===== src/rtl/stack_op_sequencer_if.sv =====
// Instruction handshake between decode (master) and the stack sequencer (slave).
// An instruction transfers on a rising edge where instr_valid and instr_ready are both 1.
// The producer holds opcode/imm stable until that edge.
interface stack_op_sequencer_if #(
  parameter int WIDTH = 16
);
  logic             instr_valid;
  logic             instr_ready;
  logic [3:0]       opcode;
  logic [WIDTH-1:0] imm;

  modport master (output instr_valid, output opcode, output imm, input instr_ready);
  modport slave  (input instr_valid, input opcode, input imm, output instr_ready);
endinterface


===== src/rtl/stack_op_sequencer.sv =====
// Stack-machine instruction sequencer: turns opcodes into register_stack commands,
// tracks depth, rejects under/overflow and expands DUP2 into two pushes.
module stack_op_sequencer #(
  parameter int WIDTH = 16,
  parameter int DEPTH = 8,
  parameter int DW    = 4
) (
  input  logic                 CLK,
  input  logic                 RST,
  stack_op_sequencer_if.slave  instr,
  input  logic                 clr_err,
  input  logic [WIDTH-1:0]     a,
  input  logic [WIDTH-1:0]     b,
  output logic [2:0]           stackOP,
  output logic [WIDTH-1:0]     w,
  output logic [DW-1:0]        depth,
  output logic                 busy,
  output logic                 err,
  output logic [1:0]           err_code,
  output logic                 dbg_state
);

  typedef enum logic {S_IDLE = 1'b0, S_DUP2_B = 1'b1} state_t;

  localparam logic [DW-1:0] LP_DEPTH    = DW'(DEPTH);
  localparam logic [DW-1:0] LP_DEPTH_M1 = DW'(DEPTH - 1);
  localparam logic [DW-1:0] LP_DEPTH_M2 = DW'(DEPTH - 2);

  localparam logic [2:0] C_NOP  = 3'd0;
  localparam logic [2:0] C_PUSH = 3'd1;
  localparam logic [2:0] C_BIN  = 3'd2;
  localparam logic [2:0] C_POP  = 3'd3;
  localparam logic [2:0] C_POP2 = 3'd4;
  localparam logic [2:0] C_SWAP = 3'd5;

  state_t           r_state, w_state_nxt;
  logic [DW-1:0]    r_depth, w_depth_nxt;
  logic             r_err;
  logic [1:0]       r_err_code;

  logic             w_accept;
  logic [DW-1:0]    w_min, w_max;
  logic [DW-1:0]    w_up, w_dn;
  logic [2:0]       w_cmd;
  logic [WIDTH-1:0] w_data;
  logic             w_illegal;
  logic             w_is_dup2;
  logic [1:0]       w_fault;

  // Per-opcode requirements: legal depth window, depth change and the command to issue.
  always_comb begin
    w_min     = '0;
    w_max     = LP_DEPTH;
    w_up      = '0;
    w_dn      = '0;
    w_cmd     = C_NOP;
    w_data    = '0;
    w_illegal = 1'b0;
    w_is_dup2 = 1'b0;
    case (instr.opcode)
      4'd0:  ;
      4'd1:  begin w_max = LP_DEPTH_M1; w_up = DW'(1); w_cmd = C_PUSH; w_data = instr.imm; end
      4'd2:  begin w_min = DW'(2); w_dn = DW'(1); w_cmd = C_BIN; w_data = b + a; end
      4'd3:  begin w_min = DW'(2); w_dn = DW'(1); w_cmd = C_BIN; w_data = b - a; end
      4'd4:  begin w_min = DW'(2); w_dn = DW'(1); w_cmd = C_BIN; w_data = b & a; end
      4'd5:  begin w_min = DW'(2); w_dn = DW'(1); w_cmd = C_BIN; w_data = b | a; end
      4'd6:  begin w_min = DW'(1); w_dn = DW'(1); w_cmd = C_POP; end
      4'd7:  begin w_min = DW'(2); w_dn = DW'(2); w_cmd = C_POP2; end
      4'd8:  begin w_min = DW'(2); w_cmd = C_SWAP; end
      4'd9:  begin w_min = DW'(1); w_max = LP_DEPTH_M1; w_up = DW'(1); w_cmd = C_PUSH; w_data = a; end
      4'd10: begin w_min = DW'(2); w_max = LP_DEPTH_M1; w_up = DW'(1); w_cmd = C_PUSH; w_data = b; end
      4'd11: begin
        w_min = DW'(2); w_max = LP_DEPTH_M2; w_up = DW'(2);
        w_cmd = C_PUSH; w_data = b; w_is_dup2 = 1'b1;
      end
      default: w_illegal = 1'b1;
    endcase

    if (w_illegal)             w_fault = 2'd3;
    else if (r_depth < w_min)  w_fault = 2'd1;
    else if (r_depth > w_max)  w_fault = 2'd2;
    else                       w_fault = 2'd0;
  end

  assign w_accept = (r_state == S_IDLE) && instr.instr_valid && !RST;

  // Outputs are gated by RST directly so an asynchronous reset silences the stack at once.
  always_comb begin
    stackOP     = C_NOP;
    w           = '0;
    w_state_nxt = r_state;
    w_depth_nxt = r_depth;
    if (!RST) begin
      if (r_state == S_DUP2_B) begin
        // The first push made the original a the new b.
        stackOP     = C_PUSH;
        w           = b;
        w_state_nxt = S_IDLE;
      end else if (w_accept && (w_fault == 2'd0)) begin
        stackOP     = w_cmd;
        w           = w_data;
        w_depth_nxt = r_depth + w_up - w_dn;
        if (w_is_dup2) w_state_nxt = S_DUP2_B;
      end
    end
  end

  always_ff @(posedge CLK or posedge RST) begin
    if (RST) begin
      r_state    <= S_IDLE;
      r_depth    <= '0;
      r_err      <= 1'b0;
      r_err_code <= 2'd0;
    end else begin
      r_state <= w_state_nxt;
      r_depth <= w_depth_nxt;
      if (w_accept && (w_fault != 2'd0)) begin
        r_err <= 1'b1;
        if (!r_err || clr_err) r_err_code <= w_fault;
      end else if (clr_err) begin
        r_err      <= 1'b0;
        r_err_code <= 2'd0;
      end
    end
  end

  assign instr.instr_ready = (r_state == S_IDLE) && !RST;
  assign busy              = (r_state == S_DUP2_B);
  assign depth             = r_depth;
  assign err               = r_err;
  assign err_code          = r_err_code;
  assign dbg_state         = r_state;

endmodule

===== src/flat_wrapper.sv =====
// flat-port wrapper written by rule: the top's interface ports become plain ports
module stack_op_sequencer_flat 
#(
  parameter int WIDTH = 16,
  parameter int DEPTH = 8,
  parameter int DW    = 4
)
  (CLK, RST, clr_err, a, b, stackOP, w, depth, busy, err, err_code, dbg_state, instr_instr_valid, instr_opcode, instr_imm, instr_instr_ready);
  stack_op_sequencer_if #(.WIDTH(WIDTH)) instr_i ();
  input  logic CLK;
  input  logic RST;
  input  logic clr_err;
  input  logic [WIDTH-1:0] a;
  input  logic [WIDTH-1:0] b;
  output logic [2:0] stackOP;
  output logic [WIDTH-1:0] w;
  output logic [DW-1:0] depth;
  output logic busy;
  output logic err;
  output logic [1:0] err_code;
  output logic dbg_state;
  input wire logic [$bits(instr_i.instr_valid)-1:0] instr_instr_valid;
  input wire logic [$bits(instr_i.opcode)-1:0] instr_opcode;
  input wire logic [$bits(instr_i.imm)-1:0] instr_imm;
  output wire logic [$bits(instr_i.instr_ready)-1:0] instr_instr_ready;
  assign instr_i.instr_valid = instr_instr_valid;
  assign instr_i.opcode = instr_opcode;
  assign instr_i.imm = instr_imm;
  assign instr_instr_ready = instr_i.instr_ready;
  stack_op_sequencer #(.WIDTH(WIDTH), .DEPTH(DEPTH), .DW(DW)) u_core (.CLK(CLK), .RST(RST), .instr(instr_i), .clr_err(clr_err), .a(a), .b(b), .stackOP(stackOP), .w(w), .depth(depth), .busy(busy), .err(err), .err_code(err_code), .dbg_state(dbg_state));
endmodule

===== config.mk =====
export PLATFORM = sky130hd
export DESIGN_NAME = stack_op_sequencer_flat
export DESIGN_NICKNAME = d
export VERILOG_FILES = /design/src/rtl/stack_op_sequencer_if.sv /design/src/rtl/stack_op_sequencer.sv /design/src/flat_wrapper.sv
export SDC_FILE = /design/constraint.sdc
export NUM_CORES = 1
export LEC_CHECK = 0
export BUFFER_PORTS_ARGS = -buffer_cell sky130_fd_sc_hd__buf_2
export CAP_MARGIN = 10
export CORE_MARGIN = 2
export CORE_UTILIZATION = 55
export DETAILED_ROUTE_END_ITERATION = 8
export GPL_TIMING_DRIVEN = 0
export PLACE_DENSITY = 0.84
export SLEW_MARGIN = 10
export SYNTH_ARGS = -nofsm -noshare
export SYNTH_HDL_FRONTEND = slang
export SYNTH_SLANG_ARGS = --single-unit

===== constraint.sdc =====
create_clock -name CLK -period 8.2 [get_ports CLK]
set_clock_uncertainty 0.05 [all_clocks]
set_input_delay 1.23 -clock CLK [delete_from_list [all_inputs] [get_ports CLK]]
set_output_delay 1.23 -clock CLK [all_outputs]
set_load 0.02 [all_outputs]

; ---- Word level (Yosys, flattened, before mapping)
; Cells that the tools add are included.
[classes]
mux = 24
n_addsub = 4
n_eq_ne = 12
n_lt_le_gt_ge = 2
bitwise = 4
reduce_logical = 22
[ops]
columns = op, n
row1 = $pmux W16 S7, 1
row2 = $mux W16, 3
row3 = $add A16 B16 Y16, 1
row4 = $and A16 B16 Y16, 1
row5 = $eq A4 B3 Y1 const B, 4
row6 = $eq A4 B4 Y1 const B, 4
row7 = $or A16 B16 Y16, 1
row8 = $sub A16 B16 Y16, 1
row9 = $pmux W3 S5, 1
row10 = $mux W2, 6
row11 = $pmux W2 S2, 3
row12 = $reduce_or A12 Y1, 1
row13 = $mux W3, 3
row14 = $eq A4 B2 Y1 const B, 2
row15 = $pmux W4 S2, 1
row16 = $reduce_or A4 Y1, 2
row17 = $reduce_or A8 Y1, 1
row18 = $mux W1, 6
row19 = $logic_and A1 B1 Y1, 5
row20 = $reduce_or A5 Y1, 1
row21 = $add A4 B2 Y4, 1
row22 = $eq A4 B1 Y1 const B, 1
row23 = $gt A4 B4 Y1, 1
row24 = $logic_not A4 Y1, 1
row25 = other kinds (12), 16
[totals]
register_bits = 8
word_cells = 72
output_inout_bits = 29
in_bits = 56

; ---- Logic depth before layout (Yosys ltp)
; Gate-level depths: netlist (run 1).
[depth]
ltp_word = 12
ltp_mapped = 16
mapped_depth_nobuf = 14

; ---- Least setup slack after synthesis (run 1)
; Ideal clock, no wire load.
[synth_timing]
path_type = input port to output port
startpoint = input instr_opcode[1]
endpoint = output w[15]
setup_slack_ps = 2279
stages = 14
arrival_time_ps = 4641
required_time_ps = 6920
n_path_buf = 3
cell_sequence = buf_2 > clkbuf_1 > clkbuf_1 > nand3_1 > o21ai_0 > inv_1 > ha_1 > nor2b_1 > o2111ai_1 > a211oi_1 > or4b_1 > a31o_1 > xnor2_1 > o31ai_1
[synth_via]
elab_chain_cells = 12
word_cells_on_any_way = 30
cone_classes = 2 x order compare / 11 x eq/ne / 9 x mux / 8 x reduce/logical
[synth_lines]
columns = element, line
row1 = from (decl), flat_wrapper.sv:23  ; input wire logic [$bits(instr_i.opcode)-1:0] instr_opcode;
row2 = $eq A4 B1 Y1 / $eq A4 B4 Y1 (equally long branches), stack_op_sequencer.sv:60  ; case (instr.opcode)
row3 = $reduce_or A3 Y1 (no line), -
row4 = $pmux W4 S2, stack_op_sequencer.sv:60
row5 = $gt A4 B4 Y1, stack_op_sequencer.sv:81  ; else if (r_depth > w_max) w_fault = 2'd2;
row6 = $mux W2, stack_op_sequencer.sv:81
row7 = $mux W2, stack_op_sequencer.sv:80  ; else if (r_depth < w_min) w_fault = 2'd1;
row8 = $mux W2, stack_op_sequencer.sv:79  ; if (w_illegal) w_fault = 2'd3;
row9 = $logic_not A2 Y1, stack_op_sequencer.sv:99  ; end else if (w_accept && (w_fault == 2'd0)) begin
row10 = $logic_and A1 B1 Y1, stack_op_sequencer.sv:99
row11 = $mux W16 *, stack_op_sequencer.sv:99
row12 = $mux W16 *, stack_op_sequencer.sv:94  ; if (r_state == S_DUP2_B) begin
row13 = $mux W16 *, stack_op_sequencer.sv:93  ; if (!RST) begin
row14 = to (decl), flat_wrapper.sv:16  ; output logic [WIDTH-1:0] w;
; Every way passes the cells marked *; elsewhere a longest branch is shown, timed or not.

; ---- Final worst setup path (run 1)
; Same ends and word-level chain as after synthesis.

==> impl_metrics.ini, run 1 <==
[status]
status = finished clean

[clocking]
clk_latency_ns = 0.24
postCtsSetupRepairBufs = 0
cts_buffers = 3
clock-sinks = 8
root_buffer = clkbuf_8
path_clk_slew_ns = 0.04
hold_buffers = 0
h-tree-depth = 1
cts_tree = yes
clockBufferDepth = 2
cts-resized-gates = 0

[layout]
fin_nets = 580
layout_common_cells = 86 x buf_2, 45 x nor2_1, 31 x nand2_1
layout-drive-gt1-share_pct = 21.0
fillCellCount = 464
diodes = 0
syn2layout_area_growth_pct = 18.5
final_common_cell = buf_2

[timing]
fin_crit_sh_pct = 82.5
finalMaxSlewViolations = 0
setup_ws_ns = 1.44
grt_setup_unrepaired = false
hold_viol_final = 0
max_freq_mhz = 148
tightest_slew_ns = 0.745
setup_tns_ns = 0
fin_crit_ns = 6.76
final-setup-viol-count = 0
slew_headroom_pct = 50.1

[global_route]
antenna_found_initial = 0
grt_pass1_vias = 3021
grt_max_degree = 11
gr-total-overflow = 0
grt_pass1_wl_um = 14000
groute.usage.overall_pct = 32.0

[logic_synthesis]
synth.area.top_cells = ha_1 12%, dfrtp_1 7.1%, nor2_1 6.0%
avgSynthCellArea_um2 = 6.93
synthCells = 409
ys_ff_latch = 8
synth.net_count = 496
synth_top_flop_cell = dfrtp_1
ys_warn_count = 0
yosysUniqueCellTypes = 57
synth-edff-count = 0
ys_async_sr_fraction_pct = 100
ys_seq_area_share_pct = 7.06
synth.top_cell.area_share_pct = 12.4
syn_area_um2 = 2830
yosysTopAreaCell = ha_1

[worst_setup_path]
crit_path_top_delay_cell = or4b_1
cp_data_required_time_ns = 6.92
crit_chain = buf_2 -> clkbuf_1 -> clkbuf_1 -> nand3_1 -> o21ai_0 -> inv_1 -> ha_1 -> nor2b_1 -> o2111ai_1 -> a211oi_1 -> or4b_1 -> a31o_1 -> xnor2_1 -> o31ai_1 -> buf_2
cp.buffers_inverters = 5
rrSetupSlack_ns = 5.95
arrival_ns = 5.48
worstRegToRegCells = 9
cp_max_fo = 10
r2r_start = u_core.depth[1]$_DFFE_PP0P_
path_class = in -> out
timing.rr.end = u_core.depth[3]$_DFFE_PP0P_
cp-start-kind = input pin
critical_path.max_stage_delay_ns = 0.53
crit_family = buffers and inverters
endpoint_kind = output pin

[placement]
gp_congestion = 0.993
place.detailed.hpwl_um = 7050
post-place-ws_ns = 1.56
port_buffers = 79

[pwr]
p_leak_uw = 0.00152
powerDensity_nw_per_um2 = 134
ir_worst_vdd_v = 0.000164

[routing]
drc = 0
vias = 3430
drt_pass1_iterations = 5
ant_nets = 0
via_per_inst = 6.11
drt_iter0_drc = 249
wl_per_cell_um = 16.3
finalWirelength_um = 9130

[die]
io_pins = 85
fp.dieArea_um2 = 5740
start_util_pct = 56.2
rows = 26
fp.dieH_um = 75.8
core_area_um2 = 5040
die_w_um = 75.8

[worst_hold_path]
holdPathEnd = u_core.depth[0]$_DFFE_PP0P_
min_from = u_core.depth[0]$_DFFE_PP0P_
worstHoldPathCells = 1
hold_class = reg -> reg

[run]
cap_violations = 0
[cells by family after synthesis]
kind of cell	Yosys count	synth area share (%)
compound gates	142	33.0
simple gates	133	23.0
buf+inv	49	6.93
fa+ha+maj	40	17.7
xor+xnor	26	8.04
mux	11	4.28
flops	8	7.06
[Yosys cell counts (9+ instances only)]
master and instances:
o21ai_1 16, a22oi_1 22, ha_1 28, nand3_1 10, nand2_1 31, a21oi_1 29
clkbuf_1 17, xnor2_1 19, nand2b_1 9, nor2b_1 12, nor2_1 45, maj3_1 9
o21ai_0 20, a221oi_1 9, inv_1 22
[flip-flops by register name (all words and copies together) (netlist names)]
| register | cells |
|---|---|
| u_core.err_code | 2 |
| u_core.err | 1 |
| u_core.depth | 4 |
| u_core.busy | 1 |
[layer usage]
metal	wire length, um	GRT usage [%]
met5	0	0
met4	153	9.36
met3	827	5.95
met2	4150	51.6
met1	4010	43.4
[power by group]
| group | internal [uW] | switching (uW) | total (uW) |
|---|---|---|---|
| logic | 138 | 195 | 333 |
| registers | 53.3 | 13.7 | 67.1 |
| clock network | 32.0 | 17.6 | 49.6 |
[worst max path at each step]
| stage | from | slack [ns] | endpoint | cells after the start |
|---|---|---|---|---|
| floorplan | instr_opcode[1] | 2.28 | w[15] | 14 |
| global placement | instr_opcode[1] | 1.56 | w[15] | 15 |
| detailed placement | instr_opcode[1] | 1.56 | w[15] | 15 |
| CTS | instr_opcode[1] | 1.54 | w[15] | 15 |
| global route | instr_opcode[1] | 1.17 | w[15] | 15 |
| finish | instr_opcode[1] | 1.44 | w[15] | 15 |
[metrics by stage]
step / instances / hold slack (ns) / area, um^2 / util, % / total power (uW)
CTS: 561 / 0.499 / 3360 / 66.6 / 446
global placement: 558 / 0.475 / 3320 / 65.8 / 385
detailed placement: 558 / 0.490 / 3320 / 65.8 / 395
floorplan: 409 / 0.576 / 2830 / - / 304
finish: 561 / 0.492 / 3360 / 66.6 / 450
global route: 561 / 0.508 / 3360 / 66.6 / 488
[cell type report]
| class | instances | area [um^2] | share of cell area [%] |
|---|---|---|---|
| plain buffers | 27 | 114 | 3.39 |
| inverters | 22 | 82.6 | 2.46 |
| repair buffers | 79 | 395 | 11.8 |
| well taps | 70 | 87.6 | 2.61 |
| clock buffers | 3 | 41.3 | 1.23 |
| multi-input cells | 352 | 2440 | 72.6 |
| flip-flops and latches | 8 | 200 | 5.96 |
Power figures use the tool's default switching activity.
==> run 2: changes to the inputs <==
Settings changed: CORE_UTILIZATION 55 to 49, PLACE_DENSITY 0.84 to 0.8.
Clock period 8.2 ns to 5.8 ns, I/O delays scaled along.
==> run 2 against run 1 <==
- power grew 44%
- critical path depth rose by 1
- register-to-register slack worse by 2.4 ns
- via count increased by 2.2%
- worst setup slack worse by 1.2 ns
- non-clock buffer count fell by 2
- hold slack better by 0.021 ns
- clock-buffer cell count is the same
- final area about the same
- combinational power is 43% higher
- sequential cell count stayed put
- die area rose by 12%
- critical endpoint unchanged
- largest power group unchanged
- highest routed layer unchanged
==> impl_metrics.ini, run 2 (synthesized netlist as in run 1, its figures left out) <==
[clocking]
clock-sinks = 8
clockBufferDepth = 2
h-tree-depth = 1
path_clk_slew_ns = 0.05
root_buffer = clkbuf_8
postCtsSetupRepairBufs = 0
clk_latency_ns = 0.25
cts-resized-gates = 0
cts_buffers = 3
hold_buffers = 0
cts_tree = yes

[layout]
layout-drive-gt1-share_pct = 21.5
final_common_cell = buf_2
utilization_pct = 60.6
syn2layout_area_growth_pct = 18.4
stdcell_count = 561
fin_nets = 578
largest_reg_flops = 4
diodes = 0
layout_common_cells = 86 x buf_2, 45 x nor2_1, 31 x nand2_1

[status]
status = finished clean

[die]
rows = 27
die_w_um = 80.1
io_pins = 85
fp.dieH_um = 80.1
fp.dieArea_um2 = 6410
core_area_um2 = 5540
start_util_pct = 51.2

[timing]
final-setup-viol-count = 0
holdWs_ns = 0.512
fin_crit_ns = 5.55
setup_ws_ns = 0.249
slew_headroom_pct = 51.4
tightest_slew_ns = 0.725
hold_viol_final = 0
grt_setup_unrepaired = false
finalMaxSlewViolations = 0
max_freq_mhz = 180
fin_crit_sh_pct = 95.7

[routing]
drt_iter0_drc = 220
drc = 0
wl_per_cell_um = 17.1
finalWirelength_um = 9600
drt_pass1_iterations = 5
vias = 3504
ant_nets = 0
via_per_inst = 6.25

[worst_setup_path]
path_class = in -> out
cp_data_required_time_ns = 4.88
cp_max_fo = 19
worstRegToRegCells = 9
arrival_ns = 4.63
endpoint_kind = output pin
cp-start-kind = input pin

[pwr]
p_leak_uw = 0.00153
power_uw = 647
ir_worst_vdd_v = 0.000153
powerDensity_nw_per_um2 = 193

[worst_hold_path]
hold_class = reg -> reg
worstHoldPathCells = 1

[placement]
place.detailed.hpwl_um = 7560
port_buffers = 79
gp_congestion = 0.976
post-place-ws_ns = -0.137
place_inst = 560

[run]
cap_violations = 0

[global_route]
grt_pass1_wl_um = 15400
groute.usage.overall_pct = 30.1
gr-total-overflow = 0
grt_pass1_vias = 3270
antenna_found_initial = 0
grt_max_degree = 20
run 2: changes by cell type in the layout (fill, tap and decap cells not counted):
cell / change
clkbuf_2: +2
buf_1: -1
clkbuf_1: -3
run 2: per-stage QoR:
stage,setup TNS [ns],area [um^2]
3_3_place_gp,-0.0759,3320
6_report,0,3360
3_5_place_dp,-0.137,3320
2_1_floorplan,0,2830
4_1_cts,0,3360
5_1_grt,0,3360
run 2: metal layers:
| metal | part of all wire, % | global-route usage [%] |
|---|---|---|
| met5 | 0 | 0 |
| met4 | 2.4 | 11.4 |
| met3 | 9.2 | 5.39 |
| met2 | 47 | 50.7 |
| met1 | 42 | 38.1 |
run 2: critical path, cell delays in order:
cell and delay, ns:
buf_2 0.22, nor2b_1 0.16, clkbuf_1 0.43, clkbuf_2 0.38, a21oi_1 0.09, o21ai_0 0.24
inv_1 0.10, ha_1 0.31, nor2b_1 0.14, o21a_1 0.16, o21a_1 0.16, o21ai_1 0.32
and2_1 0.29, nand2_2 0.21, o31ai_1 0.34, buf_2 0.22
run 2: worst paths after layout:
check,from,end,slack (ns)
worst min register to register,u_core.depth[0]$_DFFE_PP0P_,u_core.depth[0]$_DFFE_PP0P_,0.51
max in group asynchronous,RST,u_core.busy$_DFFE_PP0N_,4.66
min in group asynchronous,RST,u_core.depth[0]$_DFFE_PP0P_,0.76
worst max register to register,u_core.depth[1]$_DFFE_PP0P_,u_core.depth[2]$_DFFE_PP0P_,3.56
worst max-delay path,instr_opcode[1],w[15],0.25
worst min-delay path,u_core.depth[0]$_DFFE_PP0P_,u_core.depth[0]$_DFFE_PP0P_,0.51
run 2: cell type report:
class / instances / area [um^2]
clock buffers: 3 / 41.3
repair buffers: 79 / 395
inverters: 22 / 82.6
well taps: 72 / 90.1
multi-input cells: 352 / 2440
fillers: 541 / 2180
flip-flops and latches: 8 / 200
plain buffers: 25 / 109
run 2: where the power goes:
part	leakage [uW]	internal, uW	switching, uW	total (uW)
Clock	0.0000216	45.6	29.4	75.1
Combinational	0.00140	195	280	476
Sequential	0.000103	75.3	20.3	95.6
==> run 3: changes to the inputs <==
--- a/config.mk
+++ b/config.mk
@@ -8,6 +8,8 @@
 export BUFFER_PORTS_ARGS = -buffer_cell sky130_fd_sc_hd__buf_2
 export CAP_MARGIN = 10
+export CORE_ASPECT_RATIO = 1.4
 export CORE_MARGIN = 2
 export CORE_UTILIZATION = 49
+export CTS_BUF_LIST = sky130_fd_sc_hd__clkbuf_2 sky130_fd_sc_hd__clkbuf_4 sky130_fd_sc_hd__clkbuf_8
 export DETAILED_ROUTE_END_ITERATION = 8
 export GPL_TIMING_DRIVEN = 0
--- a/constraint.sdc
+++ b/constraint.sdc
@@ -3,3 +3,3 @@
 set_input_delay 0.87 -clock CLK [delete_from_list [all_inputs] [get_ports CLK]]
 set_output_delay 0.87 -clock CLK [all_outputs]
-set_load 0.02 [all_outputs]
+set_load 0.01 [all_outputs]
==> run 3 against run 2 <==
- die area rose by 0.14%
- worst setup slack improved by 0.077 ns
- routed wire length down 2.3%
- first-iteration DRC count is 7.7% lower
- clock power decreased by 11%
- sequential share of layout area is essentially flat
- global-route usage is 0.36 points higher
- register-to-register slack better by 0.04 ns
- critical endpoint unchanged
- combinational power fell by 4.2%
- utilization shrank 0.36 points
- largest cell class unchanged
- final area shrank 0.15%
==> impl_metrics.ini, run 3 (synthesized netlist as in run 1, its figures left out) <==
[status]
status = finished clean

[worst_setup_path]
crit_chain = buf_2 -> nor2b_1 -> clkbuf_1 -> clkbuf_2 -> a21oi_1 -> o21ai_0 -> inv_1 -> ha_1 -> nor2b_1 -> o21a_1 -> o21a_1 -> o21ai_1 -> and2_1 -> nand2_2 -> o31ai_1 -> buf_2
arrival_ns = 4.55
cp.buffers_inverters = 5
path_class = in -> out
cp-start-kind = input pin
rrSetupSlack_ns = 3.60
cp_max_fo = 19
critical_path.max_stage_delay_ns = 0.41
crit_path_top_delay_cell = clkbuf_1
endpoint_kind = output pin
crit_family = compound AO/OA/AOI/OAI gates
cp_data_required_time_ns = 4.88

[pwr]
powerDensity_nw_per_um2 = 184
ir_worst_vdd_v = 0.000201
power_uw = 616
p_leak_uw = 0.00153

[clocking]
clockBufferDepth = 2
root_buffer = clkbuf_8
path_clk_slew_ns = 0.04
h-tree-depth = 1
clock-sinks = 8
cts_tree = yes
cts_buffers = 3
clk_latency_ns = 0.23

[layout]
stdcell_count = 557
largest_reg_flops = 4
final_common_cell = buf_2
fin_nets = 578
syn2layout_area_growth_pct = 18.2
layout-drive-gt1-share_pct = 21.5
diodes = 0
layout_common_cells = 86 x buf_2, 45 x nor2_1, 31 x nand2_1

[timing]
final-setup-viol-count = 0
max_freq_mhz = 183
tightest_slew_ns = 0.691
fin_crit_sh_pct = 94.4
fin_crit_ns = 5.47
slew_headroom_pct = 53.7
hold_viol_final = 0
grt_setup_unrepaired = false
finalMaxSlewViolations = 0

[routing]
finalWirelength_um = 9380
via_per_inst = 6.13
wl_per_cell_um = 16.8
vias = 3416
ant_nets = 0
drc = 0
drt_iter0_drc = 203
drt_pass1_iterations = 5

[global_route]
grt_max_degree = 20
groute.usage.overall_pct = 30.5
grt_pass1_vias = 3313
grt_pass1_wl_um = 15100
gr-total-overflow = 0
antenna_found_initial = 0

[placement]
port_buffers = 79
place.detailed.hpwl_um = 7440
gp_congestion = 0.963
place_inst = 556

[die]
die_w_um = 68.3
io_pins = 85
rows = 32
fp.dieH_um = 94.0
start_util_pct = 50.9
fp.dieArea_um2 = 6420
core_area_um2 = 5570

[worst_hold_path]
hold_class = reg -> reg

[run]
cap_violations = 0
[run 3: cell counts in the layout (fill, tap and decap cells not counted)]
Identical to the previous run, type by type.
[run 3: area by class of cell]
| type | instances | area (um^2) |
|---|---|---|
| Timing Repair Buffer | 79 | 395 |
| Multi-Input combinational cell | 352 | 2440 |
| Inverter | 22 | 82.6 |
| Sequential cell | 8 | 200 |
| Buffer | 25 | 109 |
| Tap cell | 68 | 85.1 |
| Fill cell | 541 | 2210 |
| Clock buffer | 3 | 41.3 |
[run 3: stage by stage]
stage | setup slack (ns) | hold slack [ns] | TNS [ns] | util, % | instance area, um^2
after floorplan | 0.812 | 0.509 | 0 | - | 2830
after global placement | -0.0916 | 0.477 | -0.0916 | 59.6 | 3310
after detailed placement | -0.178 | 0.467 | -0.178 | 59.6 | 3310
after CTS | 0.138 | 0.478 | 0 | 60.3 | 3350
after global routing | 0.0878 | 0.492 | 0 | 60.2 | 3350
final | 0.326 | 0.480 | 0 | 60.2 | 3350
[run 3: report_power, final]
| part | internal (uW) | switching, uW |
|---|---|---|
| registers | 75.5 | 17.7 |
| logic | 196 | 260 |
| clock network | 44.9 | 21.8 |
[run 3: final timing paths]
path / startpoint / to / depth (start not counted)
worst max-delay path: instr_opcode[1] / w[15] / 16
worst min-delay path: u_core.depth[0]$_DFFE_PP0P_ / u_core.depth[0]$_DFFE_PP0P_ / 1
worst max register to register: u_core.depth[1]$_DFFE_PP0P_ / u_core.depth[3]$_DFFE_PP0P_ / 9
worst min register to register: u_core.depth[0]$_DFFE_PP0P_ / u_core.depth[0]$_DFFE_PP0P_ / 1
max in group asynchronous: RST / u_core.depth[2]$_DFFE_PP0P_ / 2
min in group asynchronous: RST / u_core.busy$_DFFE_PP0N_ / 2
[run 3: routing by layer]
metal / up-vias / wire [um] / GRT usage, %
met1: 1588 / 3810 / 37.8
met2: 138 / 4660 / 50.9
li1: 1659 / - / -
met4: 0 / 352 / 14.3
met3: 31 / 547 / 3.72
met5: - / 0 / 0
[run 3: repair_timing]
item,4_1_cts,5_1_grt
setup buffers,0,0
gates resized for setup,1,3
setup endpoints to repair,1,2
hold buffers,0,0
endpoints found under the hold margin,0,0
